## src/rtl/game_tick_ctrl.sv

```systemverilog
// Game step sequencer: paces collision-checker requests, applies their results
// to lane/lives/score and commands the obstacle row to scroll after each step.
module game_tick_ctrl #(
   parameter int unsigned TICK_CYCLES = 25000000,
   parameter int unsigned RESULT_LAT  = 2,
   parameter int unsigned INIT_LIVES  = 3,
   parameter int unsigned START_POS   = 2
) (
   input  logic        clk,
   input  logic        reset,
   input  logic        start,
   input  logic [1:0]  moveResult,
   output logic        stepReq,
   output logic        rowShift,
   output logic [2:0]  position,
   output logic [1:0]  lives,
   output logic [15:0] score,
   output logic        gameOver
);

   localparam int unsigned TW = (TICK_CYCLES > 1) ? $clog2(TICK_CYCLES) : 1;
   localparam int unsigned WW = $clog2(RESULT_LAT + 1);
   localparam logic [TW-1:0] TICK_LAST  = TW'(TICK_CYCLES - 1);
   localparam logic [WW-1:0] WAIT_LAST  = WW'(RESULT_LAT - 1);
   localparam logic [2:0]    POS_INIT   = 3'(START_POS);
   localparam logic [1:0]    LIVES_INIT = 2'(INIT_LIVES);

   typedef enum logic [2:0] {S_IDLE, S_RUN, S_REQ, S_WAIT, S_APPLY, S_OVER} state_e;

   state_e        state_q, state_d;
   logic [TW-1:0] tick_q, tick_d;
   logic [WW-1:0] wait_q, wait_d;
   logic [2:0]    pos_q, pos_d;
   logic [1:0]    lives_q, lives_d;
   logic [15:0]   score_q, score_d;
   logic          step_req_q, step_req_d;
   logic          row_shift_q, row_shift_d;
   logic          game_over_q, game_over_d;

   always_comb begin
      // NOTE: every signal is given a default before the case so no path can infer a latch.
      state_d     = state_q;
      tick_d      = tick_q + TW'(1);
      wait_d      = wait_q;
      pos_d       = pos_q;
      lives_d     = lives_q;
      score_d     = score_q;
      step_req_d  = 1'b0;
      row_shift_d = 1'b0;
      game_over_d = game_over_q;

      case (state_q)
         S_IDLE, S_OVER: begin
            tick_d = '0;
            if (start) begin
               state_d     = S_RUN;
               pos_d       = POS_INIT;
               lives_d     = LIVES_INIT;
               score_d     = '0;
               game_over_d = 1'b0;
            end
         end
         S_RUN: begin
            // The tick counter is restarted on entry to REQ so requests stay exactly TICK_CYCLES apart.
            if (tick_q == TICK_LAST) begin
               state_d    = S_REQ;
               tick_d     = '0;
               step_req_d = 1'b1;
            end
         end
         S_REQ: begin
            if (RESULT_LAT == 1) begin
               state_d = S_APPLY;
            end else begin
               state_d = S_WAIT;
               wait_d  = WW'(1);
            end
         end
         S_WAIT: begin
            if (wait_q == WAIT_LAST) state_d = S_APPLY;
            else                     wait_d  = wait_q + WW'(1);
         end
         S_APPLY: begin
            case (moveResult)
               2'b10:   if (pos_q != 3'd5) pos_d = pos_q + 3'd1;
               2'b01:   if (pos_q != 3'd0) pos_d = pos_q - 3'd1;
               2'b11:   lives_d = lives_q - 2'd1;
               default: ;
            endcase
            if (moveResult == 2'b11 && lives_q == 2'd1) begin
               state_d     = S_OVER;
               game_over_d = 1'b1;
               tick_d      = '0;
            end else begin
               state_d     = S_RUN;
               row_shift_d = 1'b1;
               if (score_q != 16'hFFFF) score_d = score_q + 16'd1;
            end
         end
         default: state_d = S_IDLE;
      endcase
   end

   always_ff @(posedge clk) begin
      // NOTE: non-blocking assignments so every register updates from the same pre-edge values.
      if (reset) begin
         state_q     <= S_IDLE;
         tick_q      <= '0;
         wait_q      <= '0;
         pos_q       <= POS_INIT;
         lives_q     <= LIVES_INIT;
         score_q     <= '0;
         step_req_q  <= 1'b0;
         row_shift_q <= 1'b0;
         game_over_q <= 1'b0;
      end else begin
         state_q     <= state_d;
         tick_q      <= tick_d;
         wait_q      <= wait_d;
         pos_q       <= pos_d;
         lives_q     <= lives_d;
         score_q     <= score_d;
         step_req_q  <= step_req_d;
         row_shift_q <= row_shift_d;
         game_over_q <= game_over_d;
      end
   end

   assign stepReq  = step_req_q;
   assign rowShift = row_shift_q;
   assign position = pos_q;
   assign lives    = lives_q;
   assign score    = score_q;
   assign gameOver = game_over_q;

endmodule

```

## config.mk

```make
export PLATFORM = sky130hd
export DESIGN_NAME = game_tick_ctrl
export DESIGN_NICKNAME = d
export VERILOG_FILES = /design/src/rtl/game_tick_ctrl.sv
export SDC_FILE = /design/constraint.sdc
export NUM_CORES = 1
export LEC_CHECK = 0
export CORE_MARGIN = 2
export CORE_UTILIZATION = 50
export DETAILED_ROUTE_END_ITERATION = 12
export GPL_TIMING_DRIVEN = 0
export MAX_ROUTING_LAYER = met4
export PLACE_DENSITY = 0.81
export SETUP_SLACK_MARGIN = 0.1
export SLEW_MARGIN = 20
export SYNTH_ARGS = -nofsm -noshare
export SYNTH_HDL_FRONTEND = slang
export SYNTH_SLANG_ARGS = --single-unit
```

## constraint.sdc

```tcl
create_clock -name clk -period 2.13 [get_ports clk]
set_input_delay 0.426 -clock clk [delete_from_list [all_inputs] [get_ports clk]]
set_output_delay 0.426 -clock clk [all_outputs]
set_load 0.02 [all_outputs]
```

==> flow_summary.toml <==
[clocking]
cts.reportedPaths.clkPinSlew_ps = 100
cts_inserted_buffers = 5
clock_path_buffers = 2
cts-hold-fix-buffers = 0
cts.sinks = 54
cts_htree_levels = 2
worst_skew_pair.late_latency_ps = 310
cts_tree = "yes"
clk_root_buffer_cell = "clkbuf_8"

[global_routing]
grt_pass1_wl_mm = 10.0
grt_antenna_before_repair = 0
number_of_global_route_vias_before_repair = 2247
grt_use_total_pct = 21.2
globalRoute.totalOverflow = 0
grt_max_degree = 19

[yosys]
yosys_warnings = 0
post_synthesis_cell_area_um2 = 2680
yosysTopAreaCell = "dfxtp_1"
yosys_register_bits = 54
synth_fp_nets = 329
synth_cell_types = 48
synth_top_cell_area_share_pct = 40.3
post-synth-top-count-cell = "dfxtp_1"
async_set_reset_flop_share_out_of_synthesis_pct = 0
ys_seq_area_share_pct = 40.3
postSynthAreaPerCell_um2 = 8.41
dominantRegCellSynth = "dfxtp_1"
yosys-top-cells-area = "dfxtp_1 40%, xor2_1 5.9%, nor2_1 5.3%"
syn_inst = 319
yosys-top-cells-count = "54 x dfxtp_1, 38 x nor2_1, 22 x nand2_1, 20 x a21oi_1, 19 x nand3_1"
synth_enable_flop_cells = 0

[setup_path]
worst-path-buf-inv = 0
worst-endpoint-required_ps = 2390
critPathMostFrequentCell = "or4_4"
crit_path_top_delay_cell = "or4_4"
cpPeakStageDelay_ps = 510
cpLargestDelayFamily = "simple AND/OR/NAND/NOR gates"
timing.setup.critical_path_class = "register to register"
critical_path.endpoint_type = "register"
worst_setup_path_start_kind = "register"
worstPathCellList = "nand4_1 > or4_4 > or4_4 > or4_1 > nand2_1"
path_max_fanout = 6
worstPathArrival_ps = 2380

[floorplanning]
fp.dieArea_um2 = 5970
placeableCoreArea_um2 = 5140
die_x_um = 77.3
fp-row-count = 26
start_util_pct = 52.2
num_io_pins = 29
chipHeight_um = 77.3

[pwr]
switching_share_pct = 25.1
power.ir.vdd_worst_v = 0.000538
powerDensity_nw_per_um2 = 502
pwr-share-seq_pct = 59.0
p_leak_nw = 1.19
net-switching-power_mw = 0.431
power_frac_comb_pct = 6.3
share_clk_of_total_power_pct = 34.7
power_report.internal_total_mw = 1.29

[route]
routed_wirelength_mm = 6.39
routedWlPerCell_um = 14.5
pre_antenna_drt_iters = 4
dr_total_vias = 2527
postRouteAntennaNets = 0
vias_per_cell = 5.74
drt_drc_violations_left = 0
detail_route.iter0.violations = 143

[timing]
fmax_mhz = 471
min_period_over_period_pct = 99.7
tightest_slew_ps = 787
setup-violations-final = 0
hold-worst-slack_ps = 465
fin_ws_ps = 6.55
clk_skew_ps = 7.68
grt_setup_unrepaired = "true"
hold_viol = 0
headroom_to_the_max_slew_limit_pct = 47.1
slew_violations = 0
post-route-min-period_ps = 2120

[finish]
antenna-diode-count = 0
nFillCells = 454
area_growth_syn_to_layout_pct = 27.6
layout_cell_share_with_drive_strength_beyond_1_pct = 18.9
finish.net_count = 379

[job]
cap_viol_max_count = 0

[place]
finalWeightedCongestion = 0.854
dpl_worst_slack_ps = -315
place_hpwl_mm = 4.25
count_of_buffers_from_port_buffering = 28

[hold_path]
min-delay-path-class = "register to register"

[status]
run_status = "complete, no violations"
-- metal layers --
layer | vias up | part of all wire (%) | global-route usage, %
li1 | 1257 | - | -
met4 | 0 | 1.9 | 7.50
met2 | 54 | 49 | 34.6
met1 | 1203 | 45 | 26.1
met5 | - | 0 | -
met3 | 13 | 4.5 | 4.12
-- power by group through the flow --
stage / combinational, mW / clock (mW) / sequential (mW)
3_3_place_gp: 0.0847 / 0 / 1.04
3_5_place_dp: 0.0860 / 0 / 1.04
6_report: 0.109 / 0.597 / 1.01
5_1_grt: 0.119 / 0.657 / 1.01
2_1_floorplan: 0.0539 / 0 / 1.04
4_1_cts: 0.0941 / 0.605 / 1.01
-- sequential cells by signal, indices dropped and copies added (netlist names) --
signal	count
stepReq	1
score	16
rowShift	1
tick_q	25
wait_q	2
gameOver	1
lives	2
state_q	3
position	3
-- area by class of cell --
type / instances / area [um^2] / share of cell area [%]
Clock buffer: 5 / 68.8 / 2.01
Tap cell: 70 / 87.6 / 2.56
Timing Repair Buffer: 43 / 400 / 11.7
Sequential cell: 54 / 1110 / 32.3
Buffer: 14 / 97.6 / 2.85
Multi-Input combinational cell: 244 / 1610 / 47.0
Clock inverter: 3 / 26.3 / 0.767
Inverter: 7 / 26.3 / 0.767
-- metrics by stage --
| stage | cells | cell area, um^2 | total power [mW] | utilization [%] | setup TNS [ps] |
|---|---|---|---|---|---|
| 6_report | 440 | 3420 | 1.72 | 66.6 | 0 |
| 5_1_grt | 440 | 3420 | 1.79 | 66.6 | -25.7 |
| 4_1_cts | 434 | 3270 | 1.71 | 63.6 | 0 |
| 3_5_place_dp | 417 | 3090 | 1.12 | 60.0 | -7530 |
| 3_3_place_gp | 417 | 3080 | 1.12 | 59.9 | -6660 |
| 2_1_floorplan | 319 | 2710 | 1.09 | - | 0 |
-- kinds of logic after synthesis --
kind of cell	after synthesis	share of synthesized area [%]
simple gates	152	30.4
compound gates	57	12.9
flops	54	40.3
xor+xnor	28	9.14
buf+inv	21	3.82
fa+ha+maj	5	2.61
mux	2	0.793
-- final timing paths --
kind,depth (start not counted),slack (ps),to,from
min,1,460,tick_q[0],tick_q[0]
max reg2reg,5,7,score[14],score[8]
min reg2reg,1,460,tick_q[0],tick_q[0]
max,5,7,score[14],score[8]
-- layout by cell type, fill, tap and decap left out, types with 4 or more instances in the layout --
cell | netlist | layout
and3_1 | 8 | 8
and4_1 | 4 | 4
clkbuf_8 | 0 | 5
xor2_1 | 18 | 17
clkbuf_1 | 7 | 4
a21oi_1 | 20 | 19
buf_4 | 1 | 17
o31ai_1 | 5 | 5
clkdlybuf4s50_1 | 0 | 25
buf_6 | 2 | 4
nand2b_1 | 5 | 4
nand2_1 | 22 | 20
nand4_1 | 16 | 16
nand3_1 | 19 | 19
inv_1 | 7 | 7
dfxtp_1 | 54 | 41
nor3_1 | 11 | 11
xnor2_1 | 10 | 10
dfxtp_2 | 0 | 9
a31oi_1 | 5 | 4
nor2_1 | 38 | 37
o21ai_0 | 13 | 13
or4_1 | 5 | 5
dfxtp_4 | 0 | 4
-- worst reg2reg max path: stages, from the launching register on --
cell and delay, ps:
dfxtp_4 380, nand4_1 260, or4_4 510, or4_4 440, or4_1 410, nand2_1 70
-- repair_timing --
action,in CTS,in global routing
cloned,0,2
resized for setup,8,34
endpoints found under the hold margin,0,0
endpoints found under the setup margin,38,41
pin swaps,3,4
buffers inserted,9,4
No activity file was read; power rests on OpenSTA's default activity.
